==> config.mk <==
export PLATFORM = sky130hd
export DESIGN_NAME = cnt_seg_display
export DESIGN_NICKNAME = d
export VERILOG_FILES = /design/src/rtl/seg_display_pkg.sv /design/src/rtl/bcd_to_seg.sv /design/src/rtl/cnt_seg_display.sv
export SDC_FILE = /design/constraint.sdc
export NUM_CORES = 1
export LEC_CHECK = 0
export ABC_AREA = 1
export BUFFER_PORTS_ARGS = -buffer_cell sky130_fd_sc_hd__buf_4
export CORE_MARGIN = 2
export CORE_UTILIZATION = 45
export DETAILED_ROUTE_END_ITERATION = 8
export GPL_ROUTABILITY_DRIVEN = 0
export PLACE_DENSITY_LB_ADDON = 0.08
export SETUP_SLACK_MARGIN = 0.3
export SLEW_MARGIN = 40
export SYNTH_ARGS = -nofsm -noshare
export SYNTH_HDL_FRONTEND = slang
export SYNTH_SLANG_ARGS = --single-unit
==> constraint.sdc <==
create_clock -name i_clk -period 6.5 [get_ports i_clk]
set_clock_uncertainty 0.15 [all_clocks]
set_input_delay 1.3 -clock i_clk [delete_from_list [all_inputs] [get_ports i_clk]]
set_output_delay 1.3 -clock i_clk [all_outputs]
set_load 0.02 [all_outputs]
==> src/rtl/seg_display_pkg.sv <==
// rtl/seg_display_pkg.sv - shared types and constants for the counter 7-segment display
//
// Purpose : conversion FSM state encoding, digit-index width/values,
//           datapath widths and the active-low segment patterns {g,f,e,d,c,b,a}.
// Ports   : none (package).
package seg_display_pkg;

  typedef enum logic [1:0] {
    ST_IDLE  = 2'd0,
    ST_SHIFT = 2'd1,
    ST_DONE  = 2'd2
  } conv_state_t;

  localparam int CNT_W     = 7;
  localparam int BCD_W     = 12;
  localparam int WORK_W    = BCD_W + CNT_W;  // {bcd_work, bin}
  localparam int SHIFTS    = CNT_W;

  localparam int DIG_IDX_W = 2;
  localparam logic [DIG_IDX_W-1:0] DIG_ONES     = 2'd0;
  localparam logic [DIG_IDX_W-1:0] DIG_TENS     = 2'd1;
  localparam logic [DIG_IDX_W-1:0] DIG_HUNDREDS = 2'd2;

  localparam logic [6:0] SEG_0     = 7'b1000000;
  localparam logic [6:0] SEG_1     = 7'b1111001;
  localparam logic [6:0] SEG_2     = 7'b0100100;
  localparam logic [6:0] SEG_3     = 7'b0110000;
  localparam logic [6:0] SEG_4     = 7'b0011001;
  localparam logic [6:0] SEG_5     = 7'b0010010;
  localparam logic [6:0] SEG_6     = 7'b0000010;
  localparam logic [6:0] SEG_7     = 7'b1111000;
  localparam logic [6:0] SEG_8     = 7'b0000000;
  localparam logic [6:0] SEG_9     = 7'b0010000;
  localparam logic [6:0] SEG_BLANK = 7'b1111111;

endpackage

==> src/rtl/bcd_to_seg.sv <==
// rtl/bcd_to_seg.sv - combinational BCD digit to active-low 7-segment decoder
//
// Purpose : maps one BCD nibble to its segment pattern; codes 10-15 go blank.
// Ports   : i_bcd [3:0]  BCD digit
//           o_seg [6:0]  segments {g,f,e,d,c,b,a}, active-low
module bcd_to_seg
  import seg_display_pkg::*;
(
  input  logic [3:0] i_bcd,
  output logic [6:0] o_seg
);

  always_comb begin
    o_seg = SEG_BLANK;
    case (i_bcd)
      4'd0:    o_seg = SEG_0;
      4'd1:    o_seg = SEG_1;
      4'd2:    o_seg = SEG_2;
      4'd3:    o_seg = SEG_3;
      4'd4:    o_seg = SEG_4;
      4'd5:    o_seg = SEG_5;
      4'd6:    o_seg = SEG_6;
      4'd7:    o_seg = SEG_7;
      4'd8:    o_seg = SEG_8;
      4'd9:    o_seg = SEG_9;
      default: o_seg = SEG_BLANK;
    endcase
  end

endmodule

==> src/rtl/cnt_seg_display.sv <==
// rtl/cnt_seg_display.sv - counter snapshot to BCD and 3-digit multiplexed 7-segment driver
//
// Purpose : samples a 7-bit count, converts it to three BCD digits with a
//           one-bit-per-cycle shift-add-3 engine (9-cycle loop), and scans the
//           latched digits onto a common-anode display.
// Config  : define LEADING_ZERO_BLANK_EN to blank leading-zero hundreds/tens.
// Params  : SCAN_DIV  clock cycles per digit slot (>= 1)
// Ports   : i_clk        system clock
//           i_rst        synchronous reset, active-high
//           i_cnt_in     [6:0]  binary count 0..127
//           o_bcd        [11:0] latched {hundreds, tens, ones}
//           o_bcd_valid  one-cycle pulse when o_bcd updates
//           o_an         [2:0]  digit enables, active-low one-hot, [0] = ones
//           o_seg        [6:0]  segments {g,f,e,d,c,b,a}, active-low
module cnt_seg_display
  import seg_display_pkg::*;
#(
  parameter int SCAN_DIV = 100000
) (
  input  logic             i_clk,
  input  logic             i_rst,
  input  logic [CNT_W-1:0] i_cnt_in,
  output logic [BCD_W-1:0] o_bcd,
  output logic             o_bcd_valid,
  output logic [2:0]       o_an,
  output logic [6:0]       o_seg
);

  localparam int SCAN_W = (SCAN_DIV > 1) ? $clog2(SCAN_DIV) : 1;
  localparam logic [SCAN_W-1:0] SCAN_LAST = SCAN_W'(SCAN_DIV - 1);

  // ---------------- conversion engine ----------------
  conv_state_t       r_state;
  conv_state_t       w_next_state;
  logic [WORK_W-1:0] r_work;
  logic [WORK_W-1:0] w_work_adj;
  logic [2:0]        r_bit_cnt;
  logic              w_load;
  logic              w_shift;
  logic              w_done;
  logic [BCD_W-1:0]  r_bcd;
  logic              r_bcd_valid;

  always_ff @(posedge i_clk) begin
    if (i_rst) r_state <= ST_IDLE;
    else       r_state <= w_next_state;
  end

  always_comb begin
    w_next_state = r_state;
    case (r_state)
      ST_IDLE:  w_next_state = ST_SHIFT;
      ST_SHIFT: if (r_bit_cnt == 3'(SHIFTS - 1)) w_next_state = ST_DONE;
      ST_DONE:  w_next_state = ST_IDLE;
      default:  w_next_state = ST_IDLE;
    endcase
  end

  always_comb begin
    w_load  = (r_state == ST_IDLE);
    w_shift = (r_state == ST_SHIFT);
    w_done  = (r_state == ST_DONE);
  end

  // Add-3 on every BCD nibble that is >= 5 before it is doubled by the shift.
  // The hundreds nibble never reaches 5 for a 7-bit input but is kept uniform.
  always_comb begin
    w_work_adj = r_work;
    for (int i = 0; i < 3; i++) begin
      if (r_work[CNT_W + 4*i +: 4] >= 4'd5)
        w_work_adj[CNT_W + 4*i +: 4] = r_work[CNT_W + 4*i +: 4] + 4'd3;
    end
  end

  always_ff @(posedge i_clk) begin
    if (i_rst) begin
      r_work      <= '0;
      r_bit_cnt   <= '0;
      r_bcd       <= '0;
      r_bcd_valid <= 1'b0;
    end else begin
      r_bcd_valid <= 1'b0;
      if (w_load) begin
        r_work    <= {{BCD_W{1'b0}}, i_cnt_in};
        r_bit_cnt <= '0;
      end
      if (w_shift) begin
        r_work    <= w_work_adj << 1;
        r_bit_cnt <= r_bit_cnt + 3'd1;
      end
      if (w_done) begin
        r_bcd       <= r_work[WORK_W-1:CNT_W];
        r_bcd_valid <= 1'b1;
      end
    end
  end

  assign o_bcd       = r_bcd;
  assign o_bcd_valid = r_bcd_valid;

  // ---------------- display scan ----------------
  logic [SCAN_W-1:0]    r_scan_cnt;
  logic                 w_tick;
  logic [DIG_IDX_W-1:0] r_dig_idx;
  logic [3:0]           w_digit;
  logic [2:0]           w_an_sel;
  logic [6:0]           w_seg_dec;
  logic [6:0]           w_seg_sel;
  logic [2:0]           r_an;
  logic [6:0]           r_seg;

  assign w_tick = (r_scan_cnt == SCAN_LAST);

  always_comb begin
    w_digit  = r_bcd[3:0];
    w_an_sel = 3'b110;
    case (r_dig_idx)
      DIG_TENS: begin
        w_digit  = r_bcd[7:4];
        w_an_sel = 3'b101;
      end
      DIG_HUNDREDS: begin
        w_digit  = r_bcd[11:8];
        w_an_sel = 3'b011;
      end
      default: ;
    endcase
  end

  bcd_to_seg u_bcd_to_seg (
    .i_bcd (w_digit),
    .o_seg (w_seg_dec)
  );

  always_comb begin
    w_seg_sel = w_seg_dec;
`ifdef LEADING_ZERO_BLANK_EN
    if (r_dig_idx == DIG_HUNDREDS && r_bcd[11:8] == 4'd0)
      w_seg_sel = SEG_BLANK;
    if (r_dig_idx == DIG_TENS && r_bcd[11:4] == 8'd0)
      w_seg_sel = SEG_BLANK;
`endif
  end

  // The tick displays the digit dig_idx currently points at, then advances it,
  // so the first slot after reset is the ones digit.
  always_ff @(posedge i_clk) begin
    if (i_rst) begin
      r_scan_cnt <= '0;
      r_dig_idx  <= DIG_ONES;
      r_an       <= 3'b111;
      r_seg      <= SEG_BLANK;
    end else begin
      r_scan_cnt <= w_tick ? '0 : r_scan_cnt + SCAN_W'(1);
      if (w_tick) begin
        r_an      <= w_an_sel;
        r_seg     <= w_seg_sel;
        r_dig_idx <= (r_dig_idx == DIG_HUNDREDS) ? DIG_ONES
                                                 : r_dig_idx + DIG_IDX_W'(1);
      end
    end
  end

  assign o_an  = r_an;
  assign o_seg = r_seg;

endmodule
==> metrics, run 1 <==
first-pass GRT wire length 11.3 mm; # IOs 32; final cycle utilization of the critical path 43.2%; area delta synth->final 14.8%; static leakage 1.51 nW; num rows 31; vias in the first global route 2494; share of flip-flops with an asynchronous set or reset 0%; hpwl dp between 4 and 5 mm; CTS tree built; max-cap viol count 0; largest net degree at the start of global routing 28; synth unique cells 34; Main synth FF type dfxtp_1; Hold Crit Class reg2reg; die height 89.4 um; Worst-path clk slew 0.06 ns; P_int 617 uW; Worst path most repeated cell inv_1; Resize count post-CTS 0; post-CTS setup buffer count 0; R2R cell count 7; Peak Freq around 360 MHz; CTS Buf Count 9; Tightest Pin Transition ~0.8 ns; Critical path destination o_seg[5]; DR vias 2793; Routed WL 6.57 mm; 1st-pass router iterations 4; clock sinks 66; Max VDD drop about 0.14 mV; Reg-to-Reg End o_seg[1]; Worst path slowest cell inv_1; Logic pwr share 3.2%; worst flop-to-flop path startpoint r_dig_idx[0]; Critical Path RT 6.59 ns; Gate Count Post-Synth between 400 and 500; Net Sw Power 168 uW; Syn Area/Cell around 7.4 um^2; syn nets around 470; post-layout min period 2.81 ns; Sw Share 21.5%; Flop pwr share 52.6%; Slew HR 47.3%; Die Area 7980 um^2; status finished clean; RSZ-0062 raised after global routing false; CP Capture Type flip-flop; Core Area 7140 um^2; sequential element share of the synthesized area 40.3%; Slew Viols, Final 0; DR vias/cell approximately 4.8; Fin. Hold Viols 0; hold_buf cts 0; fraction of layout cells with a size suffix above 1 between 10% and 20%; PortBufs 31; Nets 501; CTS H-tree lvls 3; Worst EP arrival just under 3 ns; drt wl/cell between 10 and 15 um; Post-synth EDFFs 0; startpoint class of the critical path input port; setup TNS 0 ns; #FFs+latches synth 66; Syn. warnings 0; Worst Setup SP i_rst; Die X 89.4 um; drt drc 0; CP max FO 27; clk_lat worst skew 0.34 ns; initial antenna violation count 0; Syn Std Cell Area 3280 um^2; DR iter-0 viols 100; Setup CP Type in2reg; worst hold slack roughly 0.30 ns; crit path cell chain buf_4 -> inv_1 -> nand2_4 -> or2_2 -> nand2_1 -> inv_1; pwr dens 209 nW/um^2; flop2flop setup slack 4.24 ns; clock network power share 44.2%; n_diodes 0; grt ovf 0; Setup Viol. Count Final 0; Clock Path Buffers 2; CTS Root Cell clkbuf_8; Initial Util between 40 and 50%; Final ANT Viol Nets 0; Global Route Usage Sum 18.1%; Max stage delay on crit path 0.60 ns
==> critical path, delay by kind of cell <==
kind	cells	cell delay (ns)
simple gates	3	0.75
buf+inv	3	0.82
==> through the flow <==
stage / instance area, um^2 / setup WS, ns / instances / util [%] / power (mW)
final: 3760 / 3.69 / 580 / 52.7 / 0.785
after global placement: 3560 / 3.34 / 564 / 49.9 / 0.447
after global routing: 3760 / 3.54 / 580 / 52.7 / 0.814
after detailed placement: 3560 / 3.27 / 564 / 49.9 / 0.448
after CTS: 3760 / 3.64 / 580 / 52.7 / 0.797
after floorplan: 3280 / 4.18 / 446 / - / 0.440
==> cells by family (layout without fill, tap and decap cells) <==
| family | count (synthesis) | count (layout) | synth area share [%] |
|---|---|---|---|
| simple gates | 223 | 223 | 32.1 |
| compound gates | 68 | 68 | 11.3 |
| flops | 66 | 66 | 40.3 |
| buf+inv | 66 | 101 | 8.32 |
| fa+ha+maj | 16 | 16 | 6.11 |
| xor+xnor | 7 | 7 | 1.87 |
==> sequential cells by signal (all words and copies together), names as in the netlist <==
| name | count |
|---|---|
| o_an | 3 |
| o_bcd | 12 |
| o_bcd_valid | 1 |
| o_seg | 7 |
| r_bit_cnt | 3 |
| r_dig_idx | 2 |
| r_scan_cnt | 17 |
| r_state | 2 |
| r_work | 19 |
==> cells in the mapped netlist, types with 6 or more instances <==
library cell | instances | area share, %
a21oi_1 | 33 | 5.0
dfxtp_1 | 66 | 40
ha_1 | 16 | 6.1
inv_1 | 49 | 5.6
nand2_1 | 106 | 12
nand3_1 | 41 | 6.3
nand4_1 | 6 | 1.1
nor2_1 | 31 | 3.5
nor2_2 | 8 | 1.5
nor3_1 | 6 | 0.92
o21ai_0 | 18 | 2.7
o21ai_1 | 10 | 1.5
or2_2 | 6 | 1.1
==> cell type report <==
type | count | area (um^2)
timing repair buffer | 31 | 233
clock buffer | 14 | 163
inverter | 54 | 203
clock inverter | 2 | 35.0
sequential | 66 | 1320
fill | 718 | 3370
tap | 99 | 124
multi-input combinational | 314 | 1680
==> power by group through the flow <==
stage / combinational (mW) / clock [mW] / sequential (mW)
finish: 0.0253 / 0.347 / 0.413
floorplan: 0.0190 / 0 / 0.421
CTS: 0.0262 / 0.358 / 0.413
global placement: 0.0252 / 0 / 0.422
global route: 0.0300 / 0.371 / 0.413
detailed placement: 0.0261 / 0 / 0.422
==> how the worst min path moves through the flow <==
stage	from	to	slack, ns	depth (start not counted)
4_1_cts	r_scan_cnt[0]	r_scan_cnt[0]	0.30	1
2_1_floorplan	r_scan_cnt[0]	r_scan_cnt[0]	0.27	1
3_5_place_dp	r_scan_cnt[0]	r_scan_cnt[0]	0.29	1
3_3_place_gp	r_scan_cnt[0]	r_scan_cnt[0]	0.28	1
5_1_grt	r_work[0]	r_work[0]	0.33	2
6_report	r_scan_cnt[0]	r_scan_cnt[0]	0.30	1
==> placed cells by master, fill, tap and decap left out, drive strengths merged, types with 2 or more instances in the layout <==
| cell type | count |
|---|---|
| nand3b | 2 |
| or2 | 8 |
| buf | 31 |
| inv | 54 |
| nor3 | 7 |
| nor2 | 43 |
| xor2 | 5 |
| dfxtp | 66 |
| o21ai | 29 |
| a21oi | 36 |
| clkbuf | 14 |
| nand3 | 43 |
| nand2 | 113 |
| nand4 | 6 |
| xnor2 | 2 |
| ha | 16 |
==> layer usage <==
metal | track usage, % | up-vias | wire [um]
met4 | 4.88 | 0 | 78
met3 | 5.54 | 7 | 237
met5 | 0 | - | 0
met2 | 30.4 | 39 | 3170
met1 | 22.7 | 1256 | 3080
li1 | - | 1491 | -
Note: power is estimated with default switching activity, not from simulation.
==> run 2, diff against run 1 <==
==> constraint.sdc (replaced) <==
create_clock -name i_clk -period 2.6 [get_ports i_clk]
set_clock_uncertainty 0.15 [all_clocks]
set_input_delay 0.52 -clock i_clk [delete_from_list [all_inputs] [get_ports i_clk]]
set_output_delay 0.52 -clock i_clk [all_outputs]
set_load 0.02 [all_outputs]
==> metrics, run 2 (synthesis gave the netlist of run 1 again) <==
Setup CP Type reg2reg (was in2reg); Die Area 7980 um^2 (unchanged); DR vias/cell 4.77 (was 4.82); Placed Cells incl. Taps 566 (was 564); fraction of layout cells with a size suffix above 1 18.0% (was 17.0%); Global Route Usage Sum 17.7% (was 18.1%); Final ANT Viol Nets 0 (unchanged); DR vias 2776 (was 2793); Slew HR 64.3% (was 47.3%); Resize count post-CTS 0 (unchanged); post-CTS setup buffer count 0 (unchanged); Initial Util 45.9% (unchanged); hpwl dp 4.67 mm (was 4.72 mm); clk_lat worst skew 0.34 ns (about the same); final cycle utilization of the critical path 81.6%; max-cap viol count 0 (unchanged); area delta synth->final 15.1% (was 14.8%); CP Capture Type flip-flop (unchanged); DR iter-0 viols 92 (was 100); WHS Path Cells 3 (was 1); static leakage 1.52 nW (was 1.51 nW); hold_buf cts 0 (unchanged); fillers 750 (was 718); CTS tree built (unchanged); Slew Viols, Final 0 (unchanged); worst hold slack 0.277 ns (was 0.299 ns); # IOs 32 (unchanged); vias in the first global route 2450 (was 2494); num rows 31 (unchanged); Tightest Pin Transition 0.533 ns (was 0.789 ns); Max stage delay on crit path 0.36 ns (was 0.60 ns); Critical Path RT 2.74 ns (was 6.59 ns); n_diodes 0 (unchanged); setup TNS 0 ns (unchanged); Biggest register r_work (unchanged); Setup Viol. Count Final 0 (unchanged); initial antenna violation count 0 (unchanged); commonest non-fill, non-tap cell in the layout nand2_1 (unchanged); largest net degree at the start of global routing 28 (unchanged); die height 89.4 um (unchanged); 1st-pass router iterations 4 (unchanged); status finished clean (unchanged); PortBufs 31 (unchanged); CTS H-tree lvls 3 (unchanged); Peak Freq roughly 470 MHz; max reg flops 19 (unchanged); Die X 89.4 um (unchanged); CP max FO 10 (was 27); Clock Path Buffers 2 (unchanged); CTS Root Cell clkbuf_8 (unchanged); crit path cell chain inv_1 -> ha_2 -> or2_2 -> nand2_1 -> ha_1 -> or2_2 -> a21oi_2 (was buf_4 -> inv_1 -> nand2_4 -> or2_2 -> nand2_1 -> inv_1); post-layout min period 2.12 ns; Fin. Hold Viols 0 (unchanged); clock sinks 66 (unchanged); Worst EP arrival 2.26 ns (was 2.90 ns); RSZ-0062 raised after global routing false (unchanged); Core Area 7140 um^2 (unchanged); CTS Buf Count 9 (unchanged); commonest non-fill, non-tap cells in the layout 106 x nand2_1, 66 x dfxtp_1, 49 x inv_1 (was 106 x nand2_1, 65 x dfxtp_1, 49 x inv_1); grt ovf 0 (unchanged); Routed WL 6.61 mm (was 6.57 mm); Worst path most repeated cell or2_2 (was inv_1); Worst-path clk slew 0.07 ns (was 0.06 ns); Nets 503 (was 501); Hold Crit Class in2reg (was reg2reg); Post-Place Cell Area 3580 um^2 (was 3560 um^2); pwr dens 507 nW/um^2 (was 209 nW/um^2); drt drc 0 (unchanged); Max VDD drop 0.396 mV (was 0.136 mV); startpoint class of the critical path flip-flop (was input port); Worst path slowest cell dfxtp_1 (was inv_1); Cell Count, Final, Fillers Out 582 (was 580); post-route cell area 3770 um^2 (was 3760 um^2); first-pass GRT wire length 11.1 mm (was 11.3 mm); R2R cell count 7 (unchanged); drt wl/cell 11.4 um (was 11.3 um)
## run 2: path summary, 6_finish.rpt
path	from	end	slack [ns]
hold reg to reg	r_scan_cnt[0]	r_scan_cnt[0]	0.30
hold / removal	i_cnt_in[0]	r_work[0]	0.28
setup / recovery	r_dig_idx[0]	o_seg[1]	0.48
setup reg to reg	r_dig_idx[0]	o_seg[1]	0.48
## run 2: power by group
group,total [mW],internal [mW],switching (mW)
logic,0.0646,0.0234,0.0413
clock network,0.816,0.421,0.395
registers,1.03,1.02,0.00777
total,1.91,1.47,0.444
## run 2: through the flow
stage	power [mW]	util (%)	setup WS (ns)
after floorplan	1.10	-	0.505
after global placement	1.12	50.2	0.452
after detailed placement	1.12	50.2	0.409
after CTS	1.94	52.8	0.400
after global routing	1.99	52.9	0.335
final	1.91	52.9	0.478
## run 2: metal layers
layer	wire [um]	track usage, %
met4	55	4.48
met1	3300	22.5
met2	3050	29.5
met5	0	0
met3	209	5.36
## run 2: critical path, delay by kind of cell (launching register included)
family / cells / cell delay [ns]
flops: 1 / 0.36
buf+inv: 1 / 0.08
compound gates: 1 / 0.12
simple gates: 3 / 0.74
fa+ha+maj: 2 / 0.61
## run 2: area by class of cell
class / count / area, um^2 / share of cell area, %
clock buffers: 12 / 165 / 4.38
clock inverters: 4 / 25.0 / 0.663
inverters: 54 / 203 / 5.37
multi-input cells: 314 / 1690 / 44.7
flip-flops and latches: 66 / 1320 / 35.0
well taps: 99 / 124 / 3.28
repair buffers: 33 / 248 / 6.57
